**config.mk**
```make
export PLATFORM = sky130hd
export DESIGN_NAME = phy_rx
export DESIGN_NICKNAME = d
export VERILOG_FILES = /design/src/rtl/phy_rx.sv
export SDC_FILE = /design/constraint.sdc
export NUM_CORES = 1
export LEC_CHECK = 0
export ABC_AREA = 1
export BUFFER_PORTS_ARGS = -buffer_cell sky130_fd_sc_hd__buf_2
export CAP_MARGIN = 10
export CORE_ASPECT_RATIO = 1.2
export CORE_UTILIZATION = 50
export CTS_CLUSTER_SIZE = 14
export DETAILED_ROUTE_END_ITERATION = 12
export GPL_ROUTABILITY_DRIVEN = 0
export GPL_TIMING_DRIVEN = 1
export PLACE_DENSITY = 0.68
export SLEW_MARGIN = 20
export SYNTH_ARGS = -nofsm -noshare
export SYNTH_HDL_FRONTEND = slang
export SYNTH_SLANG_ARGS = --single-unit
```
**constraint.sdc**
```tcl
create_clock -name clk_32f -period 2.3 [get_ports clk_32f]
set_input_delay 0.115 -clock clk_32f [delete_from_list [all_inputs] [get_ports clk_32f]]
set_output_delay 0.115 -clock clk_32f [all_outputs]
set_load 0.005 [all_outputs]
```
**src/rtl/phy_rx.sv**
```systemverilog
// Serial receive side of the 4-lane PHY link: bit-hunts IDLE symbols, locks byte alignment, then
// rebuilds 4-byte frames onto lanes 0..3. Outputs update on the lane-3 LSB edge; no backpressure.
module phy_rx #(
    parameter int         BW         = 8,
    parameter logic [7:0] IDLE_BYTE  = 8'h7C,
    parameter logic [7:0] INV_BYTE   = 8'hBC,
    parameter int         SYNC_COUNT = 4
) (
    input  logic          clk_32f,
    input  logic          rst,
    input  logic          entrada_rx,
    output logic [BW-1:0] out0,
    output logic [BW-1:0] out1,
    output logic [BW-1:0] out2,
    output logic [BW-1:0] out3,
    output logic          valid_out0,
    output logic          valid_out1,
    output logic          valid_out2,
    output logic          valid_out3,
    output logic          IDLE_out,
    output logic          active_out
);

    localparam int BCW = (BW > 1) ? $clog2(BW) : 1;
    localparam int ICW = $clog2(SYNC_COUNT + 1);

    typedef enum logic [1:0] {
        SEARCH = 2'd0,
        ALIGN  = 2'd1,
        ACTIVE = 2'd2
    } state_t;

    state_t         state, state_n;
    logic [BW-2:0]  sr, sr_n;
    logic [BW-1:0]  nb;
    logic [BCW-1:0] bit_cnt, bit_cnt_n;
    logic [ICW-1:0] idle_cnt, idle_cnt_n;
    logic [1:0]     lane, lane_n;
    logic [BW-1:0]  buf0, buf1, buf2, buf0_n, buf1_n, buf2_n;
    logic           vbuf0, vbuf1, vbuf2, vbuf0_n, vbuf1_n, vbuf2_n;
    logic [BW-1:0]  out0_n, out1_n, out2_n, out3_n;
    logic           valid0_n, valid1_n, valid2_n, valid3_n;
    logic           idle_out_n, active_n;
    logic           byte_edge;
    logic           is_idle;
    logic [BCW-1:0] bit_cnt_inc;

    assign nb          = {sr, entrada_rx};
    assign sr_n        = nb[BW-2:0];
    assign byte_edge   = (bit_cnt == BCW'(BW - 1));
    assign is_idle     = (nb == BW'(IDLE_BYTE));
    assign bit_cnt_inc = byte_edge ? '0 : bit_cnt + BCW'(1);

    always_comb begin
        state_n    = state;
        bit_cnt_n  = bit_cnt;
        idle_cnt_n = idle_cnt;
        lane_n     = lane;
        buf0_n     = buf0;
        buf1_n     = buf1;
        buf2_n     = buf2;
        vbuf0_n    = vbuf0;
        vbuf1_n    = vbuf1;
        vbuf2_n    = vbuf2;
        out0_n     = out0;
        out1_n     = out1;
        out2_n     = out2;
        out3_n     = out3;
        valid0_n   = valid_out0;
        valid1_n   = valid_out1;
        valid2_n   = valid_out2;
        valid3_n   = valid_out3;
        idle_out_n = IDLE_out;
        active_n   = active_out;

        case (state)
            SEARCH: begin
                if (is_idle) begin
                    state_n    = ALIGN;
                    bit_cnt_n  = '0;
                    idle_cnt_n = ICW'(1);
                end
            end

            ALIGN: begin
                bit_cnt_n = bit_cnt_inc;
                if (byte_edge) begin
                    if (is_idle) begin
                        idle_cnt_n = idle_cnt + ICW'(1);
                        if (idle_cnt + ICW'(1) == ICW'(SYNC_COUNT)) begin
                            state_n    = ACTIVE;
                            active_n   = 1'b1;
                            idle_out_n = 1'b1;
                            lane_n     = 2'd0;
                        end
                    end else begin
                        // alignment guess was wrong: resume the bit-level hunt
                        state_n    = SEARCH;
                        idle_cnt_n = '0;
                        bit_cnt_n  = '0;
                    end
                end
            end

            ACTIVE: begin
                bit_cnt_n = bit_cnt_inc;
                if (byte_edge) begin
                    if (is_idle) begin
                        // an IDLE drops any partial frame and re-anchors the next byte on lane 0
                        idle_out_n = 1'b1;
                        lane_n     = 2'd0;
                        valid0_n   = 1'b0;
                        valid1_n   = 1'b0;
                        valid2_n   = 1'b0;
                        valid3_n   = 1'b0;
                    end else begin
                        idle_out_n = 1'b0;
                        lane_n     = lane + 2'd1;
                        case (lane)
                            2'd0: begin
                                buf0_n  = nb;
                                vbuf0_n = (nb != BW'(INV_BYTE));
                            end
                            2'd1: begin
                                buf1_n  = nb;
                                vbuf1_n = (nb != BW'(INV_BYTE));
                            end
                            2'd2: begin
                                buf2_n  = nb;
                                vbuf2_n = (nb != BW'(INV_BYTE));
                            end
                            default: begin
                                out0_n   = buf0;
                                out1_n   = buf1;
                                out2_n   = buf2;
                                out3_n   = nb;
                                valid0_n = vbuf0;
                                valid1_n = vbuf1;
                                valid2_n = vbuf2;
                                valid3_n = (nb != BW'(INV_BYTE));
                            end
                        endcase
                    end
                end
            end

            default: begin
                state_n = SEARCH;
            end
        endcase
    end

    always_ff @(posedge clk_32f) begin
        if (rst) begin
            state      <= SEARCH;
            sr         <= '0;
            bit_cnt    <= '0;
            idle_cnt   <= '0;
            lane       <= 2'd0;
            buf0       <= '0;
            buf1       <= '0;
            buf2       <= '0;
            vbuf0      <= 1'b0;
            vbuf1      <= 1'b0;
            vbuf2      <= 1'b0;
            out0       <= '0;
            out1       <= '0;
            out2       <= '0;
            out3       <= '0;
            valid_out0 <= 1'b0;
            valid_out1 <= 1'b0;
            valid_out2 <= 1'b0;
            valid_out3 <= 1'b0;
            IDLE_out   <= 1'b0;
            active_out <= 1'b0;
        end else begin
            state      <= state_n;
            sr         <= sr_n;
            bit_cnt    <= bit_cnt_n;
            idle_cnt   <= idle_cnt_n;
            lane       <= lane_n;
            buf0       <= buf0_n;
            buf1       <= buf1_n;
            buf2       <= buf2_n;
            vbuf0      <= vbuf0_n;
            vbuf1      <= vbuf1_n;
            vbuf2      <= vbuf2_n;
            out0       <= out0_n;
            out1       <= out1_n;
            out2       <= out2_n;
            out3       <= out3_n;
            valid_out0 <= valid0_n;
            valid_out1 <= valid1_n;
            valid_out2 <= valid2_n;
            valid_out3 <= valid3_n;
            IDLE_out   <= idle_out_n;
            active_out <= active_n;
        end
    end

endmodule

```
==> Word level (Yosys, flattened, before mapping) <==
Index checks and enable logic that the tools add are counted.
{ "totals": {"word_cells": 92, "reg_bits": 82, "output_inout_bits": 38} }
{ "op_classes": {"n_addsub": 3, "bitwise_logic": 3, "eq_ne": 15, "reduce_logical": 16, "muxes": 34} }
{ "ops": {"columns": ["op", "n"], "rows": [
  ["4-bit AND reduction", 6],
  ["3-bit 2-to-1 mux", 7],
  ["2-bit 2-to-1 mux", 9],
  ["1-bit 2-to-1 mux", 13],
  ["2-bit != test (second input constant)", 5],
  ["3-bit case mux with 3 select lines", 1],
  ["8-bit by 7-bit equality test with 1-bit output (second input constant)", 1],
  ["8-bit != test (second input constant)", 1],
  ["3-bit by 1-bit adder with 3-bit output (second input constant)", 2],
  ["3-bit equality test (second input constant)", 2],
  ["2-bit case mux with 3 select lines", 1],
  ["3-bit case mux with 2 select lines", 1],
  ["3-bit AND reduction", 2],
  ["5-bit AND reduction", 1],
  ["2-bit by 1-bit equality test with 1-bit output (second input constant)", 2],
  ["2-bit equality test (second input constant)", 2],
  ["2-bit zero test", 2],
  ["2-bit case mux with 2 select lines", 1],
  ["2-bit nonzero test", 2],
  ["3-bit != test (second input constant)", 1],
  ["1-bit NOT", 3],
  ["3-bit nonzero test", 1],
  ["3-bit OR reduction", 1],
  ["2-bit by 1-bit adder with 2-bit output (second input constant)", 1],
  ["3 further kinds", 3]
]} }

==> Logic depth before layout (Yosys ltp) <==
Gate-level depths: netlist of run 1.
{ "depth": {"word_depth": 6, "depth_mapped": 11, "mapped_depth_nobuf": 10} }

==> Worst setup path after synthesis of run 1 <==
No wires, ideal clock.
{ "synth_path": {"kind": "reg2reg", "startpoint": "register bit_cnt[0]", "endpoint": "register buf0[7]", "period_less_slack_ps": 1603, "arrival_time_ps": 1483, "path_stages_with_launch": 9, "setup_ps": 119, "setup_slack_ps": 697, "n_path_buf": 1, "t_required_ps": 2181, "cell_sequence": "dfxtp_1 > ha_1 > ha_1 > nand2_1 > inv_1 > nand3_1 > buf_4 > o21ai_0 > a21oi_1"} }
{ "synth_via": {"elab_chain_len": 2} }
{ "synth_lines": {"columns": ["item", "line_no", "source"], "rows": [
  ["start: declaration", "36", "logic [BCW-1:0] bit_cnt, bit_cnt_n;"],
  ["start signal: assignment", "179", "bit_cnt <= bit_cnt_n;"],
  ["3-bit equality test", "50", "assign byte_edge = (bit_cnt == BCW'(BW - 1));"],
  ["4-bit AND reduction (no line)", null, null],
  ["end signal: assignment", "182", "buf0 <= buf0_n;"],
  ["end: declaration", "39", "logic [BW-1:0] buf0, buf1, buf2, buf0_n, buf1_n, buf2_n;"]
]} }
Every way passes these cells.
A chain may end at the register's enable or synchronous reset.

==> Final worst setup path of run 1 <==
{ "layout_path": {"startpoint": "register bit_cnt[0]", "endpoint": "register buf1[7]"} }
{ "layout_via": {"elab_chain_len": 2} }
{ "layout_lines": {"columns": ["item", "line_no", "source"], "rows": [
  ["3-bit equality test", "50", null],
  ["4-bit AND reduction (no line)", null, null],
  ["end signal: assignment", "183", "buf1 <= buf1_n;"],
  ["end: declaration", "39", null]
]} }
Every way passes these cells.

==> results.sh, run 1 <==
export IMPL_nets=478
export IMPL_timing_final_crit_share_pct=86.97
export IMPL_hold_buffers=0
export IMPL_finalHoldViolations=0
export IMPL_yosysWarningCount=0
export IMPL_status="complete, no violations"
export IMPL_cts_tree="built"
export IMPL_peakVddDrop_mv=0.5561
export IMPL_cts_sinks=82
export IMPL_slew_violations=0
export IMPL_power_density_nw_per_um2=708.7
export IMPL_fin_crit_ps=2000
export IMPL_row_count=32
export IMPL_skew_ps=11.29
export IMPL_endpoint_kind="flip-flop"
export IMPL_rsz0062_at_grt="false"
export IMPL_relSlewSlack_pct=62.70
export IMPL_synth_fp_nets=440
export IMPL_syn_avg_cell_area_sq_um=7.855
export IMPL_clock_path_buffers=2
export IMPL_synth_seq_cells=82
export IMPL_overflow=0
export IMPL_coreArea_sq_um=6446
export IMPL_vias_per_cell=5.074
export IMPL_dieArea_sq_um=6993
export IMPL_die_h_um=91.41
export IMPL_initial_utilization_pct=51.67
export IMPL_grt_util_all_layers_pct=20.66
export IMPL_ant_nets=0
export IMPL_setup_ws_ps=299.7
export IMPL_drc=0
export IMPL_place_ws_ps=373.8
export IMPL_vias=2796
export IMPL_cts_resized=0
export IMPL_cts_clk_slew_worst_paths_ps=80
export IMPL_finalSetupViolations=0
export IMPL_p_total_mw=2.696
export IMPL_cap_violations=0
export IMPL_synth_seq_area_share_pct=49.29
export IMPL_io_buffers=40
export IMPL_cts_buffers_inserted=9
export IMPL_drt_initial_drc_count=139
export IMPL_grt_pass1_vias=2608
export IMPL_cp_required_ps=2510
export IMPL_critical_path_class="reg2reg"
export IMPL_fmax_mhz=499.9
export IMPL_syn_area_sq_um=3331
export IMPL_diodes=0
export IMPL_cp_arrival_ps=2210
export IMPL_dpl_hpwl_um=4653
export IMPL_grt_pass1_wl_um=11610
export IMPL_worstHoldPathType="in2reg"
export IMPL_drive_gt1_share_pct=16.09
export IMPL_cp_max_fo=18
export IMPL_post_drt_wl_per_cell_um=12.43
export IMPL_grt_max_degree=48
export IMPL_cp_start_kind="flip-flop"
export IMPL_tightestPinTransition_ps=557.9
export IMPL_antenna_found_initial=0
export IMPL_synthCells=424
export IMPL_clk_latency_ps=340
export IMPL_areaGrowthSynthToFinish_pct=14.24
export IMPL_die_x_um=76.51
export IMPL_p_leak_nw=1.507
export IMPL_synthDistinctLibCells=24
export IMPL_clock_root_buffer="clkbuf_8"
export IMPL_post_cts_setup_buffers=0
export IMPL_cts_htree_levels=3
export IMPL_ios=41
export IMPL_setup_tns_ps=0
export IMPL_routed_wl_um=6850
export IMPL_dr_pass1_iters=4
==> cell families (layout without fill, tap and decap cells) <==
kind of cell	after synthesis	in the layout	synth area share, %
fa+ha+maj	13	13	4.884
buf+inv	76	118	9.880
flops	82	82	49.29
compound gates	105	105	16.00
simple gates	148	148	19.95
==> worst max-delay path, stage by stage (launching register included) <==
cell and delay, ps:
dfxtp_1 360, ha_1 150, ha_1 250, nand2_1 150, inv_1 140, nand3_1 420
o21ai_0 340, a21oi_1 60
==> state kept, by name, summed over array words and instances (netlist names), 2 cells and up <==
| register | flops |
|---|---|
| bit_cnt | 3 |
| buf0 | 8 |
| lane | 2 |
| out1 | 8 |
| out0 | 8 |
| state | 2 |
| out2 | 8 |
| idle_cnt | 3 |
| buf1 | 8 |
| out3 | 8 |
| sr | 7 |
| buf2 | 8 |
==> per-stage QoR <==
step                      util (%)  instances  hold WS (ps)  area, sq um
final                        59.03        551         92.60         3805
after CTS                    59.03        551         71.12         3805
after floorplan                  -        424         240.1         3331
after detailed placement     55.71        536         438.0         3591
after global placement       55.71        536         434.3         3591
after global routing         59.03        551         68.59         3805
==> final timing paths <==
path / startpoint / endpoint / slack [ps] / cells after the start
max reg2reg: bit_cnt[0] / buf1[7] / 300 / 7
max: bit_cnt[0] / buf1[7] / 300 / 7
min reg2reg: buf0[2] / buf0[2] / 450 / 2
min: entrada_rx / sr[0] / 90 / 3
==> layout make-up <==
class | count | area [sq um]
clock buffers | 9 | 123.9
clock inverters | 6 | 90.09
fillers | 604 | 2641
inverters | 54 | 202.7
multi-input cells | 266 | 1360
flip-flops and latches | 82 | 1642
well taps | 85 | 106.4
repair buffers | 49 | 280.3
==> report_power, final <==
part	total, mW	switching [mW]	internal (mW)
Combinational	0.116	0.0794	0.0368
Sequential	1.45	0.0136	1.43
Clock	1.13	0.524	0.610
Total	2.70	0.617	2.08
==> synth_stat cells (all sizes together) <==
library cell / n / share of area (%)
a21oi: 71 / 11
ha: 13 / 4.9
nand3: 45 / 6.9
a31oi: 1 / 0.19
buf: 15 / 3.0
nor3: 3 / 0.60
o21bai: 1 / 0.23
dfxtp: 82 / 49
clkbuf: 7 / 0.79
o21ai: 32 / 4.8
nand2: 66 / 7.7
nor2: 29 / 3.7
nand3b: 1 / 0.23
inv: 54 / 6.1
nand4: 4 / 0.75
==> per-layer routing <==
layer,vias up,routed length [um],track usage [%]
met4,0,87,8.974
met3,9,260,4.422
met5,-,0,0
li1,1448,-,-
met1,1281,3197,25.03
met2,58,3306,35.06
==> placed cells by master (no fill, tap or decap), types with 2 or more instances in the layout <==
cell type / count
clkbuf_8: 9
buf_2: 40
nand2_1: 62
nand3_1: 44
ha_1: 13
bufinv_16: 2
nor2_1: 25
buf_4: 8
dfxtp_1: 82
inv_1: 54
nand2_2: 4
o21ai_0: 31
nor3_1: 2
a21oi_1: 70
nand4_1: 4
nor2_2: 3
No activity file was read; power rests on OpenSTA's default activity.
==> run 2, diff against run 1 <==
CELL_PAD_IN_SITES_DETAIL_PLACEMENT = 1   (was not set)
CELL_PAD_IN_SITES_GLOBAL_PLACEMENT = 1   (was not set)
CORE_UTILIZATION = 42   (was 50)
PLACE_DENSITY = 0.76   (was 0.68)
==> run 2 against run 1 <==
Net effect:
- flip-flop and latch count stayed put
- register-to-register slack gained 120 ps
- clock power down 4%
- largest power group unchanged
- critical endpoint is now buf2[0]
- worst hold slack lost 7.6 ps
- non-clock buffer count grew 1
==> results.sh, run 2 (synthesis gave the netlist of run 1 again) <==
export IMPL_status="complete, no violations"
export IMPL_clock_root_buffer="clkbuf_8"
export IMPL_row_count=35
export IMPL_rsz0062_at_grt="false"
export IMPL_grt_pass1_vias=2902
export IMPL_antenna_found_initial=0
export IMPL_timing_final_crit_share_pct=81.84
export IMPL_cp_required_ps=2550
export IMPL_endpoint_kind="flip-flop"
export IMPL_min_from="entrada_rx"
export IMPL_cts_sinks=82
export IMPL_coreArea_sq_um=7664
export IMPL_crit_slowest_cell="dfxtp_1"
export IMPL_areaGrowthSynthToFinish_pct=14.27
export IMPL_clk_latency_ps=360
export IMPL_post_route_cell_area_sq_um=3806
export IMPL_place_ws_ps=407.3
export IMPL_grt_max_degree=48
export IMPL_peakVddDrop_mv=0.4097
export IMPL_cp_num_buf_inv=2
export IMPL_dieArea_sq_um=8292
export IMPL_cts_tree="built"
export IMPL_regToRegSetupSlack_ps=420
export IMPL_setup_ws_ps=417.7
export IMPL_finalSetupViolations=0
export IMPL_cts_clk_slew_worst_paths_ps=90
export IMPL_post_cts_setup_buffers=0
export IMPL_fin_crit_ps=1882
export IMPL_cp_arrival_ps=2130
export IMPL_drive_gt1_share_pct=16.45
export IMPL_grt_pass1_wl_um=13410
export IMPL_skew_ps=12.50
export IMPL_routed_wl_um=7650
export IMPL_cts_buffers_inserted=9
export IMPL_hold_buffers=0
export IMPL_clock_path_buffers=2
export IMPL_final_common_cell="dfxtp_1"
export IMPL_cp_start_kind="flip-flop"
export IMPL_drc=0
export IMPL_setup_tns_ps=0
export IMPL_nets=479
export IMPL_ant_nets=0
export IMPL_path_cells="inv_1 -> ha_1 -> nand2_1 -> inv_1 -> nand3_2 -> o21ai_0 -> a21oi_1"
export IMPL_initial_utilization_pct=43.46
export IMPL_crit_family="simple AND/OR/NAND/NOR gates"
export IMPL_dpl_hpwl_um=5301
export IMPL_drt_initial_drc_count=114
export IMPL_final_util_pct=49.67
export IMPL_diodes=0
export IMPL_vias_per_cell=5.043
export IMPL_critPathMostFrequentCell="inv_1"
export IMPL_io_buffers=40
export IMPL_vias=2824
export IMPL_cts_resized=0
export IMPL_slew_violations=0
export IMPL_tightestPinTransition_ps=487.1
export IMPL_dr_pass1_iters=4
export IMPL_post_drt_wl_per_cell_um=13.66
export IMPL_relSlewSlack_pct=67.53
export IMPL_cap_violations=0
export IMPL_worstHoldPathType="in2reg"
export IMPL_reg2reg_from="state[0]"
export IMPL_cts_htree_levels=3
export IMPL_critical_path_class="reg2reg"
export IMPL_fmax_mhz=531.3
export IMPL_placed_area_sq_um=3595
export IMPL_die_h_um=99.55
export IMPL_cpPeakStageDelay_ps=360
export IMPL_grt_util_all_layers_pct=20.05
export IMPL_power_density_nw_per_um2=697.9
export IMPL_overflow=0
export IMPL_finalHoldViolations=0
export IMPL_die_x_um=83.29
export IMPL_p_leak_nw=1.500
export IMPL_ios=41
export IMPL_cp_max_fo=18
export IMPL_layout_common_cells="dfxtp_1 (82), a21oi_1 (70), nand2_1 (62)"
export IMPL_crit_start="state[0]"
## run 2: cell count changes in the layout (fill, tap and decap cells not counted), sizes merged
cell	delta
clkbuf	+1
clkinv	-1
buf	+1
bufinv	-1
inv	+1
clkinvlp	+1
## run 2: through the flow
step                cells  hold slack, ps  total power [mW]
finish                560           84.95             2.656
global route          560           99.35             2.764
CTS                   560           80.43             2.690
detailed placement    544           436.8             1.602
global placement      544           431.6             1.596
floorplan             424           240.1             1.566
## run 2: worst paths after layout
check,end,cells past startpoint
max reg2reg,buf2[0],7
min reg2reg,vbuf0,2
max,buf2[0],7
min,sr[0],3
## run 2: power breakdown
group | total [mW] | leakage (nW) | switching (mW) | internal, mW
sequential | 1.45 | 0.661 | 0.0124 | 1.43
combinational | 0.121 | 0.738 | 0.0832 | 0.0380
clock | 1.09 | 0.101 | 0.546 | 0.544
total | 2.66 | 1.50 | 0.642 | 2.01
## run 2: final cells by class
type	count	area [sq um]
clock inverters	6	73.82
repair buffers	50	275.3
flip-flops and latches	82	1642
fillers	986	3857
well taps	92	115.1
multi-input cells	266	1360
inverters	54	202.7
clock buffers	10	137.6
## run 2: per-layer routing
layer  vias up  GRT usage, %  part of all wire (%)
met5         -             0                     0
met4         0         6.897                   1.0
met3         7         3.734                   2.7
met2        32         36.25                    49
met1      1334         23.75                    47
li1       1451             -                     -
## run 2: worst reg2reg max path, cell delays in order (launching register included)
cell	delay, ps
dfxtp_1	360
inv_1	120
ha_1	300
nand2_1	180
inv_1	160
nand3_2	280
o21ai_0	320
a21oi_1	60
==> run 3, diff against run 2 <==
CORE_UTILIZATION = 38   (was 42)
PLACE_DENSITY = 0.73   (was 0.76)
clock period = 1.7 ns   (was 2.3 ns; I/O delays follow)
==> run 3 against run 2 <==
Net effect:
- sequential power increased by 34%
- non-clock buffer count rose by 16
- register-to-register slack lost 310 ps
- highest routed layer unchanged
==> results.sh, run 3 (synthesis gave the netlist of run 1 again) <==
export IMPL_cp_max_fo=15
export IMPL_cpPeakStageDelay_ps=360
export IMPL_met2_usage_pct=33.82
export IMPL_grt_util_all_layers_pct=19.38
export IMPL_cts_clk_slew_worst_paths_ps=80
export IMPL_initial_utilization_pct=39.10
export IMPL_vias=2939
export IMPL_clock_path_buffers=2
export IMPL_p_leak_nw=1.603
export IMPL_relSlewSlack_pct=67.30
export IMPL_power_density_nw_per_um2=907.4
export IMPL_grt_max_degree=48
export IMPL_cp_required_ps=1950
export IMPL_fin_crit_ps=1591
export IMPL_ios=41
export IMPL_drc=0
export IMPL_peakVddDrop_mv=0.4246
export IMPL_skew_ps=10.47
export IMPL_finalHoldViolations=0
export IMPL_dieArea_sq_um=9145
export IMPL_grtUsageMet1_pct=23.11
export IMPL_min_from="entrada_rx"
export IMPL_clock_root_buffer="clkbuf_8"
export IMPL_drt_initial_drc_count=73
export IMPL_vias_per_cell=4.890
export IMPL_fmax_mhz=628.5
export IMPL_antenna_found_initial=0
export IMPL_diodes=0
export IMPL_post_drt_wl_per_cell_um=13.16
export IMPL_io_buffers=40
export IMPL_cap_violations=0
export IMPL_critical_path_class="reg2reg"
export IMPL_overflow=0
export IMPL_clk_latency_ps=360
export IMPL_die_h_um=104.6
export IMPL_coreArea_sq_um=8518
export IMPL_layout_common_cells="dfxtp_1 (82), a21oi_1 (70), nand2_1 (61)"
export IMPL_ant_nets=0
export IMPL_grt_pass1_vias=2988
export IMPL_cp_start_kind="flip-flop"
export IMPL_reg2reg_from="bit_cnt[0]"
export IMPL_nets=495
export IMPL_worstHoldPathType="in2reg"
export IMPL_finalSetupViolations=0
export IMPL_cts_htree_levels=3
export IMPL_path_cells="ha_1 -> ha_4 -> nand2_2 -> inv_2 -> nand3_1 -> buf_4 -> o21ai_0 -> a21oi_1"
export IMPL_slew_violations=0
export IMPL_dr_pass1_iters=4
export IMPL_place_ws_ps=-125.7
export IMPL_tightestPinTransition_ps=490.4
export IMPL_endpoint_kind="flip-flop"
export IMPL_cts_buffers_inserted=9
export IMPL_grt_busiest_layer="met2"
export IMPL_cts_tree="built"
export IMPL_row_count=37
export IMPL_setup_ws_ps=109.0
export IMPL_crit_start="bit_cnt[0]"
export IMPL_final_common_cell="dfxtp_1"
export IMPL_areaGrowthSynthToFinish_pct=20.51
export IMPL_cp_arrival_ps=1840
export IMPL_grt_util_met3_pct=3.870
export IMPL_cts_sinks=82
export IMPL_setup_tns_ps=0
export IMPL_routed_wl_um=7912
export IMPL_grt_pass1_wl_um=13840
export IMPL_drive_gt1_share_pct=19.83
export IMPL_dpl_hpwl_um=5641
export IMPL_status="complete, no violations"
export IMPL_timing_final_crit_share_pct=93.59
export IMPL_die_x_um=87.47
export IMPL_hold_buffers=0
export IMPL_crit_slowest_cell="dfxtp_1"
[run 3: cell count changes in the layout (fill, tap and decap cells not counted), sizes merged]
cell / previous run / this run
buf: 50 / 66
[run 3: layer usage]
metal	vias to the layer above	routed length (um)
met5	-	0
met3	10	178
met1	1408	3516
met4	0	125
met2	31	4092
li1	1490	-
[run 3: layout make-up]
type / count / area, sq um
Fill cell: 1104 / 4504
Multi-Input combinational cell: 266 / 1388
Tap cell: 117 / 146.4
Timing Repair Buffer: 66 / 424.2
Clock inverter: 6 / 73.82
Inverter: 54 / 202.7
Clock buffer: 10 / 137.6
Sequential cell: 82 / 1642
[run 3: path summary, 6_finish.rpt]
path / cells past startpoint / slack [ps] / to
worst min register to register: 2 / 450 / buf0[1]
worst min-delay path: 3 / 40 / sr[0]
worst max register to register: 8 / 110 / buf1[1]
worst max-delay path: 8 / 110 / buf1[1]
[run 3: through the flow]
step           std cells  hold slack (ps)  power (mW)  cell area [sq um]  util (%)
3_3_place_gp         582            401.4       2.168               3736     43.86
6_report             601            39.48       3.642               4014     47.12
2_1_floorplan        424            210.1       2.118               3331         -
5_1_grt              601            50.66       3.802               4014     47.12
4_1_cts              598            25.53       3.678               3960     46.49
3_5_place_dp         582            411.4       2.177               3736     43.86
[run 3: what timing repair did]
action | in CTS | in global routing
resized for setup | 4 | 8
endpoints found under the setup margin | 49 | 53
pin swaps | 0 | 1
setup buffers | 0 | 3
cloned | 0 | 0
[run 3: critical path, delay by kind of cell, from the launching register on]
family	cells	cell delay [ps]
compound gates	2	240
fa+ha+maj	2	380
buf+inv	2	300
flops	1	360
simple gates	2	200
[run 3: report_power, final]
| part | leakage (nW) | switching (mW) | total (mW) | internal (mW) |
|---|---|---|---|---|
| clock | 0.101 | 0.774 | 1.51 | 0.737 |
| sequential | 0.661 | 0.0156 | 1.95 | 1.94 |
| combinational | 0.840 | 0.117 | 0.178 | 0.0605 |
| total | 1.60 | 0.907 | 3.64 | 2.74 |
